### src/rtl/decimal_key_bcd_encoder_pkg.sv
// Shared definitions for the decimal key BCD encoder: FSM state encoding and
// digit/key geometry.
package decimal_key_bcd_encoder_pkg;

  localparam int unsigned BCD_W      = 4;
  localparam int unsigned NUM_DIGITS = 4;
  localparam int unsigned KEYS       = 10;
  localparam int unsigned DIGITS_W   = NUM_DIGITS * BCD_W;
  localparam int unsigned COUNT_W    = 3;

  typedef enum logic [1:0] {
    ST_IDLE         = 2'd0,
    ST_DEBOUNCE     = 2'd1,
    ST_EMIT         = 2'd2,
    ST_WAIT_RELEASE = 2'd3
  } state_e;

endpackage

### src/rtl/decimal_key_bcd_encoder_onehot10_to_bcd8421.sv
// Combinational one-hot (10 lines) to BCD 8421 encoder.
// Ports:
//   key_i      - raw key lines, bit n = key "n"
//   code_c     - BCD code of the set bit (meaningful only when one_hot_c = 1)
//   one_hot_c  - exactly one key bit is set
module onehot10_to_bcd8421
  import decimal_key_bcd_encoder_pkg::*;
(
  input  logic [KEYS-1:0]  key_i,
  output logic [BCD_W-1:0] code_c,
  output logic             one_hot_c
);

  logic [3:0] ones_c;

  // Population count and OR of set-bit indices; the code is only trusted
  // when exactly one bit is set.
  always_comb begin
    ones_c = '0;
    code_c = '0;
    for (int i = 0; i < int'(KEYS); i++) begin
      ones_c = ones_c + 4'(key_i[i]);
      if (key_i[i]) begin
        code_c = code_c | BCD_W'(i);
      end
    end
    one_hot_c = (ones_c == 4'd1);
  end

endmodule

### src/rtl/decimal_key_bcd_encoder.sv
// Debounced decimal keypad encoder with BCD output handshake, multi-key error
// pulse and a four-digit history register.
// Ports:
//   clk, rst_n  - clock, asynchronous active-low reset
//   key         - raw key lines (active-high, bit n = key "n")
//   clear       - synchronous clear of history and FSM (highest priority)
//   out_ready   - consumer accepts the presented digit
//   bcd         - accepted digit (retained while bcd_valid = 0)
//   bcd_valid   - bcd holds an unconsumed digit
//   digits      - BCD history, newest digit in [3:0]
//   count       - digits in history, saturating at NUM_DIGITS
//   err         - one-cycle pulse on multi-key press
module decimal_key_bcd_encoder
  import decimal_key_bcd_encoder_pkg::*;
#(
  parameter int unsigned DEBOUNCE_CYCLES = 4
) (
  input  logic                clk,
  input  logic                rst_n,
  input  logic [KEYS-1:0]     key,
  input  logic                clear,
  input  logic                out_ready,
  output logic [BCD_W-1:0]    bcd,
  output logic                bcd_valid,
  output logic [DIGITS_W-1:0] digits,
  output logic [COUNT_W-1:0]  count,
  output logic                err
);

  localparam int unsigned CNT_W = $clog2(DEBOUNCE_CYCLES + 1);

  state_e              state_q, state_d;
  logic [CNT_W-1:0]    cnt_q, cnt_d;
  logic [KEYS-1:0]     key_q, key_d;
  logic [BCD_W-1:0]    bcd_q, bcd_d;
  logic                valid_q, valid_d;
  logic [DIGITS_W-1:0] digits_q, digits_d;
  logic [COUNT_W-1:0]  count_q, count_d;
  logic                err_q, err_d;

  logic [BCD_W-1:0]    code_c;
  logic                one_hot_c;

  // Encoder sees the live key; during DEBOUNCE it equals the captured key.
  onehot10_to_bcd8421 u_enc (
    .key_i     (key),
    .code_c    (code_c),
    .one_hot_c (one_hot_c)
  );

  // State and datapath registers.
  always_ff @(posedge clk or negedge rst_n) begin
    if (!rst_n) begin
      state_q  <= ST_IDLE;
      cnt_q    <= '0;
      key_q    <= '0;
      bcd_q    <= '0;
      valid_q  <= 1'b0;
      digits_q <= '0;
      count_q  <= '0;
      err_q    <= 1'b0;
    end else begin
      state_q  <= state_d;
      cnt_q    <= cnt_d;
      key_q    <= key_d;
      bcd_q    <= bcd_d;
      valid_q  <= valid_d;
      digits_q <= digits_d;
      count_q  <= count_d;
      err_q    <= err_d;
    end
  end

  // Next-state and datapath logic.
  always_comb begin
    state_d  = state_q;
    cnt_d    = cnt_q;
    key_d    = key_q;
    bcd_d    = bcd_q;
    valid_d  = valid_q;
    digits_d = digits_q;
    count_d  = count_q;
    err_d    = 1'b0;

    unique case (state_q)
      ST_IDLE: begin
        if (one_hot_c) begin
          key_d   = key;
          cnt_d   = '0;
          state_d = ST_DEBOUNCE;
        end else if (key != '0) begin
          err_d   = 1'b1;
          cnt_d   = '0;
          state_d = ST_WAIT_RELEASE;
        end
      end

      // Capture edge plus DEBOUNCE_CYCLES matches lands bcd_valid at t+N+1.
      ST_DEBOUNCE: begin
        if (key != key_q) begin
          cnt_d   = '0;
          state_d = ST_IDLE;
        end else if (cnt_q == CNT_W'(DEBOUNCE_CYCLES)) begin
          cnt_d   = '0;
          bcd_d   = code_c;
          valid_d = 1'b1;
          state_d = ST_EMIT;
        end else begin
          cnt_d = cnt_q + CNT_W'(1);
        end
      end

      ST_EMIT: begin
        if (out_ready) begin
          digits_d = {digits_q[DIGITS_W-BCD_W-1:0], bcd_q};
          if (count_q < COUNT_W'(NUM_DIGITS)) begin
            count_d = count_q + COUNT_W'(1);
          end
          valid_d = 1'b0;
          cnt_d   = '0;
          state_d = ST_WAIT_RELEASE;
        end
      end

      ST_WAIT_RELEASE: begin
        if (key != '0) begin
          cnt_d = '0;
        end else if (cnt_q == CNT_W'(DEBOUNCE_CYCLES - 1)) begin
          cnt_d   = '0;
          state_d = ST_IDLE;
        end else begin
          cnt_d = cnt_q + CNT_W'(1);
        end
      end

      default: begin
        cnt_d   = '0;
        state_d = ST_IDLE;
      end
    endcase

    // Clear overrides everything; parking in WAIT_RELEASE blocks re-acceptance
    // of a key that is still held.
    if (clear) begin
      digits_d = '0;
      count_d  = '0;
      valid_d  = 1'b0;
      err_d    = 1'b0;
      cnt_d    = '0;
      state_d  = ST_WAIT_RELEASE;
    end
  end

  assign bcd       = bcd_q;
  assign bcd_valid = valid_q;
  assign digits    = digits_q;
  assign count     = count_q;
  assign err       = err_q;

endmodule

### config.mk
export PLATFORM = sky130hd
export DESIGN_NAME = decimal_key_bcd_encoder
export DESIGN_NICKNAME = d
export VERILOG_FILES = /design/src/rtl/decimal_key_bcd_encoder_pkg.sv /design/src/rtl/decimal_key_bcd_encoder_onehot10_to_bcd8421.sv /design/src/rtl/decimal_key_bcd_encoder.sv
export SDC_FILE = /design/constraint.sdc
export NUM_CORES = 1
export LEC_CHECK = 0
export ABC_CLOCK_PERIOD_IN_PS = 1800
export BUFFER_PORTS_ARGS = -buffer_cell sky130_fd_sc_hd__buf_2
export CAP_MARGIN = 20
export CORE_UTILIZATION = 33
export CTS_BUF_LIST = sky130_fd_sc_hd__clkbuf_16
export DETAILED_ROUTE_END_ITERATION = 10
export GPL_TIMING_DRIVEN = 0
export PLACE_DENSITY = 0.62
export SKIP_LAST_GASP = 1
export SLEW_MARGIN = 10
export SYNTH_ARGS = -nofsm -noshare
export SYNTH_HDL_FRONTEND = slang
export SYNTH_HIERARCHICAL = 1
export SYNTH_SLANG_ARGS = --single-unit
### constraint.sdc
create_clock -name clk -period 1.8 [get_ports clk]
set_input_delay 0.18 -clock clk [delete_from_list [all_inputs] [get_ports clk]]
set_output_delay 0.18 -clock clk [all_outputs]
set_load 0.02 [all_outputs]
Word level (Yosys, flattened, before mapping)

Cells that the tools add are included.

Word-level logic and storage cells: 91
Input port bits: 14
Bits in registers: 40
Output and inout port bits: 25

Multiplexer cells: 43
Bitwise gates (word level): 1
Reductions and logical operators: 13
Order comparisons: 1
Add/sub/neg operators: 11
Equal/unequal tests: 14

Operators with widths:

| cell                                                                   | count |
|---|---|
| 16-bit two-way mux                                                     | 3 |
| 3-bit two-way mux                                                      | 16 |
| 4-bit by 1-bit adder with 4-bit output                                 | 8 |
| 2-bit two-way mux                                                      | 10 |
| 3-bit inequality test (second input constant)                          | 5 |
| 3-bit one-hot mux with 4 select lines                                  | 1 |
| 10-bit inequality test                                                 | 1 |
| 10-bit nonzero test                                                    | 1 |
| 1-bit two-way mux                                                      | 9 |
| 4-bit two-way mux                                                      | 2 |
| 4-bit inequality test (second input constant)                          | 2 |
| 2-bit one-hot mux with 4 select lines                                  | 1 |
| 3-bit by 1-bit adder with 3-bit output (second input constant)         | 2 |
| 2-bit AND reduction                                                    | 3 |
| 3-bit AND reduction                                                    | 2 |
| 2-bit nonzero test                                                     | 3 |
| 5-bit AND reduction                                                    | 1 |
| 2-bit equality test (second input constant)                            | 2 |
| 4-bit by 1-bit equality test with 1-bit output (second input constant) | 1 |
| 4-bit AND reduction                                                    | 1 |
| 3-bit by 2-bit equality test with 1-bit output (second input constant) | 1 |
| 3-bit equality test (second input constant)                            | 1 |
| 3-bit less-than comparator (second input constant)                     | 1 |
| 3-bit nonzero test                                                     | 1 |
| other kinds (5)                                                        | 5 |

Logic depth before layout (Yosys ltp)

Word-level depth: 13
Gate-level depth with buffers: 14
Gate-level depth less buffers: 14

Modules after synthesis

The synthesis kept the hierarchy.

By module, submodules not included:

| module                  | cells each | instances | area each (um^2) | seq. area each (um^2) |
|---|---|---|---|---|
| decimal_key_bcd_encoder | 175        | 1         | 1886.8           | 1001.0 |
| onehot10_to_bcd8421     | 28         | 1         | 240.2            | 0.0 |

Least setup slack after synthesis

No wires, ideal clock.

Path type: input-to-reg
From: input key[0]
To: register key_q[0]
Cell stages on the path: 13
Library setup time: 0.125 ns
Arrival time: 3.568 ns
Setup slack: -1.893 ns
Required time: 1.675 ns
Buffers on the path: 1
Path through: fa_1 fa_1 inv_1 fa_1 inv_1 ha_1 inv_1 fa_1 a2111o_1 a21oi_1 nor3b_1 buf_2 mux2_2

Longest elaborated chain between the ends: 11

RTL lines:

| element                                              | line                                              | RTL |
|---|---|---|
| start, declared                                      | decimal_key_bcd_encoder.sv:20                     | `input logic [KEYS-1:0] key,` |
| 1-bit by 1-bit adder with 2-bit output               | decimal_key_bcd_encoder_onehot10_to_bcd8421.sv:22 | `ones_c = ones_c + 4'(key_i[i]);` |
| 4-bit by 1-bit adder with 4-bit output (8 in series) | decimal_key_bcd_encoder_onehot10_to_bcd8421.sv:22 |  |
| 4-bit by 1-bit equality test with 1-bit output       | decimal_key_bcd_encoder_onehot10_to_bcd8421.sv:27 | `one_hot_c = (ones_c == 4'd1);` |
| named net one_hot_c                                  | decimal_key_bcd_encoder.sv:42                     | `logic one_hot_c;` |
| 2-bit AND reduction (no source line)                 | -                                                 |  |
| end signal, assigned                                 | decimal_key_bcd_encoder.sv:65                     | `key_q <= key_d;` |
| end, declared                                        | decimal_key_bcd_encoder.sv:34                     | `logic [KEYS-1:0] key_q, key_d;` |

The timed path passes the listed nets, and every way through them passes these cells.
A chain may end at the register's enable or synchronous reset.

Worst setup path in the final report

From: input key[0]
To: register key_q[1]

The elaborated chain is that of the path after synthesis.

==> results_dict.tcl <==
set metrics [dict create \
    status "finished, violations left" \
    violations "setup timing" \
    end_kind "flop" \
    io_buffers 38 \
    rsz0062_at_grt "yes" \
    cts_tree "yes" \
    cts-root-buf "clkbuf_16" \
    switching_power_w 0.000630 \
    ant_nets 0 \
    synth_ff_type "dfrtp_1" \
    area_delta_synth_final_pct 29.1 \
    die_w_um 82.3 \
    synth_nets 230 \
    slew_headroom_pct 38.3 \
    critical-path-top-delay-family "adder cells" \
    drt_iter0_markers 60 \
    yosys.cell_types.count 37 \
    clock_sinks 40 \
    grt.total_usage_pct 14.6 \
    crit_type "in -> reg" \
    ys_warn_count 6 \
    crit_chain "buf_8, fa_1, fa_1, inv_2, fa_1, inv_1, ha_2, inv_2, fa_2, a2111o_1, a21oi_4, nor3b_4, buf_6, mux2_2" \
    synth-async-reset-ratio_pct 100 \
    gp_congestion 0.719 \
    fin_crit_ns 3.48 \
    syn_avg_cell_area_um2 10.5 \
    final-setup-viol-count 16 \
    rows 28 \
    synthCells 203 \
    ioPinCount 39 \
    grt_max_degree 41 \
    drv_slew 0 \
    internal_power_w 0.00168 \
    cp_common_cell "fa_1" \
    slowest_stage "fa_1" \
    swShare_pct 27.3 \
    crit_arrival_ns 3.64 \
    cp_data_required_time_ns 1.97 \
    avgViaCountPerCell 4.94 \
    clockPowerShare_pct 36.6 \
    worst-path-max-fanout 5 \
    cp-start-kind "input pin" \
    cts.reportedPaths.clkPinSlew_ns 0.06 \
    coreArea_mm2 0.00606 \
    max_cap_viol_count 0 \
    final_nets 281 \
    synth-seq-cells 40 \
    drc 0 \
    powerDensity_mw_per_mm2 841 \
    max_stage_delay_ns 0.53 \
    leakage_nw 1.30 \
    fin_skew_ns 0.00403 \
    multi_input_area_mm2 0.00113 \
    fill_cells 574 \
    clk_latency_ns 0.28 \
    drive_gt1_share_pct 33.3 \
    final_area_mm2 0.00275 \
    pwr-share-seq_pct 42.8 \
    n_antenna_cell 0 \
    final_cell_mix "dfrtp_1, buf_2, nand2_1" \
    path_buf_inv 5 \
    grt_pass1_wl_um 7390 \
    final_common_cell "dfrtp_1" \
    setup_ws_ns -1.68 \
    die-area_mm2 0.00677 \
    placement.cell_area_mm2 0.00245 \
    detail_route.wl_per_cell_um 14.0 \
    fmax_mhz 287 \
    htreeDepth 2 \
    die_h_um 82.3 \
    hold_path.class "in -> async" \
    period_share_pct 193 \
    pwr-share-comb_pct 20.6 \
    synth-seq-area-share_pct 47.1 \
    ir_worst_vdd_uv 502 \
    ff_latch_area_mm2 0.00100 \
    dpl.hpwl_um 3040 \
    antenna_found_initial 0 \
    finish.utilization_pct 45.3 \
    clockBufferDepth 2 \
    dr.pass1.iters 4 \
    synth_edf_count 0 \
    route.vias.total 1629 \
    start_util_pct 35.1 \
    hold_viol_final 0 \
    totalWireLength_um 4620 \
    cts_buffers 5 \
    grt_pass1_vias 1597 \
    synth_area_mm2 0.00213 \
    grt_overflow_total 0 \
    tightest_slew_ns 0.925 \
]
## worst reg2reg max path: stages, from the launching register on
cell     delay, ns
dfrtp_1       0.38
xnor2_1       0.16
nand4_1       0.17
nor3_4        0.29
nand4_2       0.24
mux2_2        0.33
## registers in the layout, indices dropped and copies added, names as in the netlist
name / flops
err: 1
state_q: 2
count: 3
digits: 16
cnt_q: 3
bcd: 4
bcd_valid: 1
key_q: 10
## per-stage QoR
stage	hold WS, ns	total power, W	setup TNS [ns]	setup slack (ns)	std cells
4_1_cts	0.0722	0.00227	-26.02	-1.68	328
5_1_grt	0.126	0.00244	-28.20	-1.80	330
2_1_floorplan	-0.116	0.00127	-25.31	-1.64	203
3_3_place_gp	0.361	0.00137	-30.68	-2.00	316
3_5_place_dp	0.368	0.00139	-31.14	-2.03	316
6_report	0.0431	0.00231	-26.36	-1.68	330
## cell usage after synthesis, types with 2 or more instances
library cell | count | area [µm²]
a21boi_0 | 2 | 15.0
inv_1 | 19 | 71.3
nand2b_1 | 16 | 100
a31oi_1 | 2 | 12.5
clkbuf_1 | 3 | 11.3
fa_1 | 6 | 120
nand3_1 | 3 | 15.0
buf_2 | 3 | 15.0
mux2_2 | 14 | 158
nor2_1 | 7 | 26.3
nand2_1 | 21 | 78.8
a21oi_1 | 4 | 20.0
o21ai_0 | 19 | 95.1
nor4_1 | 4 | 25.0
or4_1 | 2 | 15.0
nor3_1 | 2 | 10.0
xor2_1 | 3 | 26.3
xnor2_1 | 8 | 70.1
ha_1 | 7 | 87.6
dfrtp_1 | 40 | 1000
nor3b_1 | 2 | 15.0
## kinds of logic (layout without fill, tap and decap cells)
group / count (synthesis) / count (layout) / share of synthesized area [%]
simple gates: 64 / 64 / 16.2
flops: 40 / 40 / 47.1
xor+xnor: 11 / 11 / 4.53
fa+ha+maj: 13 / 13 / 9.76
compound gates: 35 / 35 / 10.0
buf+inv: 25 / 77 / 4.59
mux: 15 / 15 / 7.88
## power groups by stage
| stage | Clock [W] | Sequential, W | Combinational, W |
|---|---|---|---|
| global placement | 0 | 0.00100 | 0.000371 |
| floorplan | 0 | 0.000999 | 0.000270 |
| CTS | 0.000860 | 0.000987 | 0.000419 |
| global route | 0.000903 | 0.000994 | 0.000537 |
| detailed placement | 0 | 0.00100 | 0.000383 |
| finish | 0.000844 | 0.000988 | 0.000477 |
## path summary, 6_finish.rpt
path	start	end	slack (ns)	depth (start not counted)
max	key[0]	key_q[1]	-1.68	14
min	rst_n	digits[11]	0.04	1
max reg2reg	key_q[7]	bcd[1]	0.11	5
min reg2reg	digits[12]	digits[12]	0.47	2
max in group asynchronous	rst_n	key_q[0]	1.19	1
min in group clk	key[1]	key_q[1]	0.16	2
## layer usage
metal / GRT usage (%) / wire (µm) / part of all wire (%)
met5: 0 / 0 / 0
met4: 4.21 / 38 / 0.82
met3: 3.19 / 209 / 4.5
met2: 24.6 / 2190 / 47
met1: 18.7 / 2180 / 47
## layout make-up
| type | instances | area share, % |
|---|---|---|
| plain buffers | 6 | 1.19 |
| clock buffers | 5 | 4.56 |
| clock inverters | 3 | 0.501 |
| inverters | 19 | 2.60 |
| multi-input cells | 138 | 41.0 |
| flip-flops and latches | 40 | 36.5 |
| well taps | 75 | 3.42 |
| repair buffers | 44 | 10.3 |
## timing repair
action | CTS | global route
buffers inserted | 3 | 2
gates resized for setup | 24 | 8
pin swaps | 4 | 3
hold buffers | 0 | 0
setup endpoints to repair | 16 | 30
gates cloned | 1 | 0
hold endpoints to repair | 0 | 0
(Power assumes the default switching activity.)
